===== src/rtl/div_pkg.sv =====
// Shared types and helpers for the sequential restoring divider.
package div_pkg;

  localparam int unsigned DefaultWidth = 8;

  typedef enum logic [1:0] {
    StIdle = 2'b00,
    StRun  = 2'b01,
    StDone = 2'b10
  } div_state_e;

  // Carries into bit positions 0..3 of one 4-bit lookahead group.
  function automatic logic [3:0] cla_carries(logic [3:0] g, logic [3:0] p, logic cin);
    logic [3:0] c;
    c[0] = cin;
    c[1] = g[0] | (p[0] & cin);
    c[2] = g[1] | (p[1] & g[0]) | (p[1] & p[0] & cin);
    c[3] = g[2] | (p[2] & g[1]) | (p[2] & p[1] & g[0]) | (p[2] & p[1] & p[0] & cin);
    return c;
  endfunction

endpackage


===== src/rtl/cla_subtractor.sv =====
// Carry-lookahead subtractor a + ~b + 1 from 4-bit groups; carry_o high means a >= b.
module cla_subtractor
  import div_pkg::*;
#(
  parameter int unsigned Width = 9
) (
  input  logic [Width-1:0] a_i,
  input  logic [Width-1:0] b_i,
  output logic [Width-1:0] diff_o,
  output logic             carry_o
);

  localparam int unsigned NumGrp = (Width + 3) / 4;
  localparam int unsigned PadW   = NumGrp * 4;

  logic [PadW-1:0] a_pad, nb_pad, p, g, carry_vec;
  logic [NumGrp:0] gc;

  // Pad bits become a=0, ~b=1: pure propagate, so the top group carry equals bit Width's.
  assign a_pad  = PadW'(a_i);
  assign nb_pad = ~PadW'(b_i);
  assign p      = a_pad ^ nb_pad;
  assign g      = a_pad & nb_pad;
  assign gc[0]  = 1'b1;

  for (genvar k = 0; k < NumGrp; k++) begin : g_grp
    logic grp_g, grp_p;
    assign carry_vec[4*k +: 4] = cla_carries(g[4*k +: 4], p[4*k +: 4], gc[k]);
    assign grp_p = &p[4*k +: 4];
    assign grp_g = g[4*k+3] | (p[4*k+3] & g[4*k+2]) | (p[4*k+3] & p[4*k+2] & g[4*k+1]) |
                   ((&p[4*k+1 +: 3]) & g[4*k]);
    assign gc[k+1] = grp_g | (grp_p & gc[k]);
  end

  if (PadW > Width) begin : g_pad
    logic [PadW-Width-1:0] unused_pad;
    assign unused_pad = carry_vec[PadW-1:Width] ^ p[PadW-1:Width];
  end

  assign diff_o  = p[Width-1:0] ^ carry_vec[Width-1:0];
  assign carry_o = gc[NumGrp];

endmodule


===== src/rtl/seq_divider.sv =====
// Sequential unsigned restoring divider, one quotient bit per cycle, MSB first.
// Optional early exit on zero divisor with div_zero flag: define SEQ_DIVIDER_ZERO_CHECK_EN.
module seq_divider
  import div_pkg::*;
#(
  parameter int unsigned WIDTH = DefaultWidth
) (
  input  logic             clk,
  input  logic             rst_n,
  input  logic             start,
  input  logic [WIDTH-1:0] dividend,
  input  logic [WIDTH-1:0] divisor,
  output logic             busy,
  output logic             done,
  output logic [WIDTH-1:0] quotient,
  output logic [WIDTH-1:0] remainder,
  output logic             div_zero
);

  localparam int unsigned CntW = (WIDTH > 1) ? $clog2(WIDTH) : 1;
  localparam logic [CntW-1:0] LastCnt = CntW'(WIDTH - 1);

  div_state_e state_q, state_d;
  logic [CntW-1:0]  cnt_q, cnt_d;
  logic [WIDTH-1:0] dvd_q, dvd_d;  // dividend bits shift out, quotient bits shift in
  logic [WIDTH-1:0] dvs_q, dvs_d;
  logic [WIDTH-1:0] rem_q, rem_d;
  logic [WIDTH-1:0] quo_q, quo_d;
  logic [WIDTH-1:0] rmd_q, rmd_d;

  logic [WIDTH:0]   shifted, diff;
  logic [WIDTH-1:0] rem_step;
  logic             no_borrow;
  logic             unused_diff_msb;

  assign shifted = {rem_q, dvd_q[WIDTH-1]};

  cla_subtractor #(
    .Width(WIDTH + 1)
  ) u_sub (
    .a_i    (shifted),
    .b_i    ({1'b0, dvs_q}),
    .diff_o (diff),
    .carry_o(no_borrow)
  );

  // A kept difference is below the divisor, so its MSB is always zero.
  assign rem_step        = no_borrow ? diff[WIDTH-1:0] : shifted[WIDTH-1:0];
  assign unused_diff_msb = diff[WIDTH];

`ifdef SEQ_DIVIDER_ZERO_CHECK_EN
  logic dz_q, dz_d;
  logic zero_div;
  assign zero_div = (dvs_q == '0);
`endif

  always_comb begin
    state_d = state_q;
    cnt_d   = cnt_q;
    dvd_d   = dvd_q;
    dvs_d   = dvs_q;
    rem_d   = rem_q;
    quo_d   = quo_q;
    rmd_d   = rmd_q;
`ifdef SEQ_DIVIDER_ZERO_CHECK_EN
    dz_d    = dz_q;
`endif
    unique case (state_q)
      StIdle, StDone: begin
        if (start) begin
          state_d = StRun;
          dvd_d   = dividend;
          dvs_d   = divisor;
          rem_d   = '0;
          cnt_d   = '0;
        end else begin
          state_d = StIdle;
        end
      end
      StRun: begin
        dvd_d = {dvd_q[WIDTH-2:0], no_borrow};
        rem_d = rem_step;
        cnt_d = cnt_q + 1'b1;
`ifdef SEQ_DIVIDER_ZERO_CHECK_EN
        if (zero_div) begin
          state_d = StDone;
          quo_d   = '1;
          rmd_d   = dvd_q;
          dz_d    = 1'b1;
        end else if (cnt_q == LastCnt) begin
          state_d = StDone;
          quo_d   = {dvd_q[WIDTH-2:0], no_borrow};
          rmd_d   = rem_step;
          dz_d    = 1'b0;
        end
`else
        if (cnt_q == LastCnt) begin
          state_d = StDone;
          quo_d   = {dvd_q[WIDTH-2:0], no_borrow};
          rmd_d   = rem_step;
        end
`endif
      end
      default: state_d = StIdle;
    endcase
  end

  always_ff @(posedge clk or negedge rst_n) begin
    if (!rst_n) begin
      state_q <= StIdle;
      cnt_q   <= '0;
      dvd_q   <= '0;
      dvs_q   <= '0;
      rem_q   <= '0;
      quo_q   <= '0;
      rmd_q   <= '0;
    end else begin
      state_q <= state_d;
      cnt_q   <= cnt_d;
      dvd_q   <= dvd_d;
      dvs_q   <= dvs_d;
      rem_q   <= rem_d;
      quo_q   <= quo_d;
      rmd_q   <= rmd_d;
    end
  end

`ifdef SEQ_DIVIDER_ZERO_CHECK_EN
  always_ff @(posedge clk or negedge rst_n) begin
    if (!rst_n) begin
      dz_q <= 1'b0;
    end else begin
      dz_q <= dz_d;
    end
  end
  assign div_zero = dz_q;
`else
  assign div_zero = 1'b0;
`endif

  assign busy      = (state_q == StRun);
  assign done      = (state_q == StDone);
  assign quotient  = quo_q;
  assign remainder = rmd_q;

endmodule


===== config.mk =====
export PLATFORM = sky130hd
export DESIGN_NAME = seq_divider
export DESIGN_NICKNAME = d
export VERILOG_FILES = /design/src/rtl/div_pkg.sv /design/src/rtl/cla_subtractor.sv /design/src/rtl/seq_divider.sv
export SDC_FILE = /design/constraint.sdc
export NUM_CORES = 1
export LEC_CHECK = 0
export ABC_CLOCK_PERIOD_IN_PS = 3550
export BUFFER_PORTS_ARGS = -buffer_cell sky130_fd_sc_hd__buf_2
export CAP_MARGIN = 0
export CORE_ASPECT_RATIO = 0.5
export CORE_UTILIZATION = 45
export CTS_CLUSTER_DIAMETER = 200
export DETAILED_ROUTE_END_ITERATION = 6
export PLACE_DENSITY = 0.66
export SLEW_MARGIN = 20
export SYNTH_ARGS = -nofsm -noshare
export SYNTH_HDL_FRONTEND = slang
export SYNTH_SLANG_ARGS = --single-unit

===== constraint.sdc =====
create_clock -name clk -period 3.55 [get_ports clk]
set_clock_uncertainty 0.15 [all_clocks]
set_input_delay 0.355 -clock clk [delete_from_list [all_inputs] [get_ports clk]]
set_output_delay 0.355 -clock clk [all_outputs]
set_load 0.02 [all_outputs]

==> run metrics, run 1 <==
EDFF count, synth=0; final count of pins violating max slew=0; Final Hold Fails=0; H-Tree Level Count=2; commonest non-fill, non-tap cells in the layout=dfrtp_1 (45), nand2_1 (39), buf_2 (35); post-DP HPWL=between 2000 and 3000 um; period utilization=between 60% and 70%; worst setup path start=dvd_q[7]; Setup-failing EPs final=0; cts bufs inserted=5; cell breakdown of the critical path=inv_1, ha_1, o2111ai_1, and3_4, fa_1, mux2_4, o21ai_1; Fin Setup TNS=0 ns; Arrival @ worst endpoint=~2.4 ns; CTS Root Cell=clkbuf_8; max incr delay on CP=about 0.40 ns; Clock Sinks=45; relative slew slack=roughly half; first-pass GRT wire length=7659 um; register area share after synthesis=approximately half; final net count=roughly 280; via count=roughly 1600; Routed Antenna Nets=0; CP required=approximately 3.6 ns; wire per inst=13.31 um; Min-Delay Path Class=input pin to flop; Post-Layout Cell Count=between 300 and 400; Clock Tree Buf Depth=2; total grt overflow=0; vias in the first global route=roughly 1700; max cap viols=0; Place WS=~1.3 ns; routed vias/inst=roughly 5; TritonCTS clock tree=yes; post-synth cell types=37; CP Launch Type=flop; Final Wtd Congestion=slightly below 0.8; CP delay by family, top=adder cells; ANT cells=0; min-delay src=divisor[3]; P_leak=around 1.2 nW; Reg-to-Reg Start=dvd_q[7]; Cell Rows=17; clock-pin slew on the worst setup and hold paths=~0.090 ns; YS warnings=0; critical path's slowest cell=fa_1; Final Power=2.852 mW; Crit path buffers/inverters=1; Cells after DPL=about 310; Tmin final=2.296 ns; power density cells=1131 nW/um^2; I/O pin cnt=38; FF+latch count, synth=45; asr flop ratio synth=between 90% and 100%; WL final=~4300 um; fmax=~440 MHz; VDD IR-drop max=0.0003333 V; initial antenna violation count=0; fraction of layout instances using a drive strength above 1=approximately 24%; TritonRoute pass-1 iters=4; Post-Syn Area=2183 um^2; Cells after Synth=roughly 220; Area growth syn-to-layout=15.53%; predominant post-synthesis flop cell=dfrtp_1; Die Y=between 50 and 60 um; clk_lat worst skew=approximately 0.31 ns; commonest non-fill, non-tap cell in the layout=dfrtp_1; Core Region=4531 um^2; Syn Area/Cell=10.02 um^2; CP max FO=4; fill count=roughly 420; status=finished clean; CP endpoint kind=flop; initial core utilization=between 40% and 50%; Syn Nets=approximately 250; GR Util All Layers=around 20%; die area=around 5000 um^2; IO Port Bufs=36; final worst-path setup slack=approximately 1.3 ns; largest net degree at the start of global routing=between 40 and 50; RSZ-0062 raised after global routing=false; drt drc=0; Iter 0 DRT Violations=26; Die X=a little over 100 um; actual slew at the worst max-slew pin=~0.75 ns; Critical Setup Path Class=flop to flop
cells by family after synthesis:
| group | count (synthesis) | synth area share [%] |
|---|---|---|
| DFF | 45 | 51.58 |
| and+or+nand+nor | 63 | 12.44 |
| AOI/OAI and AO/OA | 54 | 15.13 |
| buffers and inverters | 25 | 4.585 |
| adders and majority gates | 12 | 7.221 |
| xor gates and xnor gates | 4 | 1.605 |
| other | 1 | 0.1718 |
| muxes | 14 | 7.278 |
metrics by stage:
stage | hold WS, ns | area (um^2) | utilization, %
2_1_floorplan | -0.09059 | 2183 | -
3_3_place_gp | 0.3107 | 2414 | 53.27
3_5_place_dp | 0.3157 | 2414 | 53.27
4_1_cts | 0.09732 | 2510 | 55.40
5_1_grt | 0.1233 | 2522 | 55.68
6_report | 0.09770 | 2522 | 55.68
layout make-up:
class	count	area, um^2	share of cell area, %
clock buffer	6	82.58	3.274
multi-input combinational	148	957.2	37.95
clock inverter	2	13.76	0.5456
sequential	45	1126	44.64
tap	66	82.58	3.274
timing repair buffer	39	207.7	8.234
inverter	14	52.55	2.083
synthesized netlist by cell type, types with 2 or more instances:
cell type | n | area share (%)
a21oi_1 | 7 | 1.6
a22o_1 | 4 | 1.6
a31oi_1 | 7 | 2.0
buf_2 | 2 | 0.46
clkbuf_1 | 8 | 1.4
dfrtp_1 | 45 | 52
ha_1 | 11 | 6.3
inv_1 | 13 | 2.2
mux2_2 | 7 | 3.6
mux2_4 | 2 | 1.4
mux2i_1 | 5 | 2.3
nand2_1 | 39 | 6.7
nand2b_1 | 2 | 0.57
nand3_1 | 2 | 0.46
nor2_1 | 12 | 2.1
nor2b_1 | 2 | 0.57
nor3_1 | 2 | 0.46
o21a_1 | 2 | 0.69
o21ai_0 | 18 | 4.1
o21ai_1 | 8 | 1.8
o31ai_1 | 2 | 0.69
xnor2_1 | 3 | 1.2
report_power, final:
part	internal (mW)	leakage [nW]	switching (mW)
logic	0.678	0.615	0.908
registers	0.775	0.525	0.151
clock network	0.158	0.0512	0.182
final timing paths:
kind | endpoint | slack [ns] | cells after the start
max in group asynchronous | remainder[7] | 2.43 | 2
setup / recovery | remainder[4] | 1.25 | 7
hold reg to reg | remainder[7] | 0.33 | 2
hold / removal | dvs_q[3] | 0.1 | 3
min in group asynchronous | quotient[5] | 0.43 | 2
setup reg to reg | remainder[4] | 1.25 | 7
registers in the layout, summed over array words and instances (netlist names):
| register | cells |
|---|---|
| cnt_q | 3 |
| dvd_q | 8 |
| dvs_q | 8 |
| quotient | 8 |
| rem_q | 8 |
| remainder | 8 |
| state_q | 2 |
repair_timing:
action,4_1_cts,5_1_grt
setup endpoints to repair,0,0
hold endpoints to repair,0,45
hold buffers,0,1
buffers inserted,0,0
resized for setup,0,0
metal layers:
| layer | vias up | GRT usage [%] | wire (um) |
|---|---|---|---|
| met5 | - | 0 | 0 |
| met4 | 0 | 9.179 | 51 |
| met3 | 6 | 5.198 | 162 |
| met2 | 23 | 34.93 | 1973 |
| met1 | 770 | 23.33 | 2072 |
| li1 | 805 | - | - |
tightest hold or removal path: stages:
cell,delay (ns)
buf_2,0.08
nand2_1,0.03
o21ai_0,0.05
(Power assumes the default switching activity.)
==> run 2, diff against run 1 <==
- ABC_CLOCK_PERIOD_IN_PS: 3550 -> 2400
- clock period: 3.55 -> 2.4 ns (I/O delays scaled with it)
==> run metrics, run 2 (synthesis results as in run 1) <==
status=finished clean; IO Port Bufs=36; final net count=between 200 and 300; RR Endpoint=remainder[4]; post-DP HPWL=between 3000 and 4000 um; Final Util=between 50% and 60%; I/O pin cnt=38; RSZ-0062 raised after global routing=false; P_leak=around 1.2 nW; Iter 0 DRT Violations=64; H-Tree Level Count=2; CTS Root Cell=clkbuf_8; Crit path buffers/inverters=1; final worst-path setup slack=0.1443 ns; min-delay src=divisor[0]; Cell Rows=17; CP max FO=4; Core Region=4531 um^2; fraction of layout instances using a drive strength above 1=24.71%; actual slew at the worst max-slew pin=slightly below 0.9 ns; Tmin final=between 2 and 2.5 ns; dpl cell area=around 2400 um^2; drt drc=0; clk_lat worst skew=about 0.30 ns; CP Launch Type=flop; Clock Sinks=45; Final Power=approximately 4.2 mW; cell breakdown of the critical path=inv_1, ha_1, o2111ai_2, and3_4, fa_1, mux2_4, o21ai_1; max incr delay on CP=about 0.4 ns; initial core utilization=about half; vias in the first global route=~1700; fmax=about 440 MHz; Final Wtd Congestion=~0.79; fill count=around 400; Fin Setup TNS=0 ns; GR Util All Layers=around a fifth; multi-input logic area=963.4 um^2; Routed Antenna Nets=0; Critical Setup Path Class=flop to flop; commonest non-fill, non-tap cell in the layout=dfrtp_1; Arrival @ worst endpoint=about 2.3 ns; via count=1676; Place WS=between 0.09 and 0.1 ns; wire per inst=between 10 and 15 um; die area=5151 um^2; ANT cells=0; largest net degree at the start of global routing=28; commonest non-fill, non-tap cells in the layout=dfrtp_1 (45), nand2_1 (39), buf_2 (36); CP endpoint kind=flop; Hold EP=dvs_q[0]; CP delay by family, top=adder cells; total grt overflow=0; first-pass GRT wire length=7797 um; Cells after DPL=314; Final Hold Fails=0; Reg-to-Reg Start=dvd_q[7]; Final Instance Area=2604 um^2; final hold slack=between 0.01 and 0.015 ns; clock-pin slew on the worst setup and hold paths=roughly 0.080 ns; Clock Tree Buf Depth=2; WL final=4278 um; period utilization=93.99%; WHS Path Cells=3; R2R cell count=7; TritonRoute pass-1 iters=4; Sequential Area=about 1100 um^2; routed vias/inst=between 5 and 6; max cap viols=0; Setup-failing EPs final=0; Area growth syn-to-layout=19.26%; reg-to-reg setup timing slack=between 0.1 and 0.15 ns; Min-Delay Path Class=input pin to flop; Die Y=a little over 50 um; cts bufs inserted=5; VDD IR-drop max=approximately 0.00055 V; power density cells=between 1500 and 2000 nW/um^2; TritonCTS clock tree=yes; initial antenna violation count=0; final count of pins violating max slew=0; Post-Layout Cell Count=329; CP required=between 2 and 2.5 ns; relative slew slack=around two fifths; Die X=100.5 um; critical path's slowest cell=fa_1
run 2: cell types whose count changed in the layout (fill, tap and decap cells not counted):
| cell | delta |
|---|---|
| buf_4 | +2 |
| o2111ai_1 | -1 |
| clkbuf_8 | -1 |
| buf_2 | +1 |
| dlygate4sd3_1 | +6 |
| clkinvlp_4 | +3 |
| o2111ai_2 | +1 |
| clkinv_4 | -1 |
| clkinv_2 | -1 |
run 2: how the worst max path moves through the flow:
stage             start           end  slack [ns]  cells after the start
3_3_place_gp   dvd_q[7]  remainder[4]        0.19                      7
3_5_place_dp   dvd_q[7]      rem_q[4]         0.1                      7
5_1_grt        dvd_q[7]  remainder[4]        0.03                      7
6_report       dvd_q[7]  remainder[4]        0.14                      7
2_1_floorplan  dvd_q[7]      rem_q[4]        0.27                      7
4_1_cts        dvd_q[7]  remainder[4]        0.08                      7
run 2: final cells by class:
cell class / instances / share of cell area, %
clock inverters: 3 / 0.8650
repair buffers: 48 / 11.05
clock buffers: 5 / 2.643
well taps: 66 / 3.172
flip-flops and latches: 45 / 43.25
inverters: 14 / 2.018
multi-input cells: 148 / 37.00
run 2: report_power, final:
part           internal [mW]  switching [mW]
registers               1.15           0.225
logic                   1.03            1.37
clock network          0.204           0.272
total                   2.38            1.87
run 2: per-layer routing:
layer | share of wire [%] | vias up | GRT usage (%)
met2 | 45 | 40 | 31.96
met3 | 3.4 | 10 | 4.925
met4 | 1.2 | 0 | 5.797
met1 | 50 | 796 | 26.99
li1 | - | 830 | -
met5 | 0 | - | 0
run 2: worst register-to-register path, stage by stage, from the launching register on:
cell and delay [ns]:
dfrtp_1 0.37, inv_1 0.08, ha_1 0.36, o2111ai_2 0.21
and3_4 0.22, fa_1 0.40, mux2_4 0.28, o21ai_1 0.11
run 2: repair_timing:
action,CTS,global route
setup endpoints to repair,0,3
hold endpoints to repair,31,0
buffers inserted,0,0
gates resized for setup,0,1
hold buffers,7,0
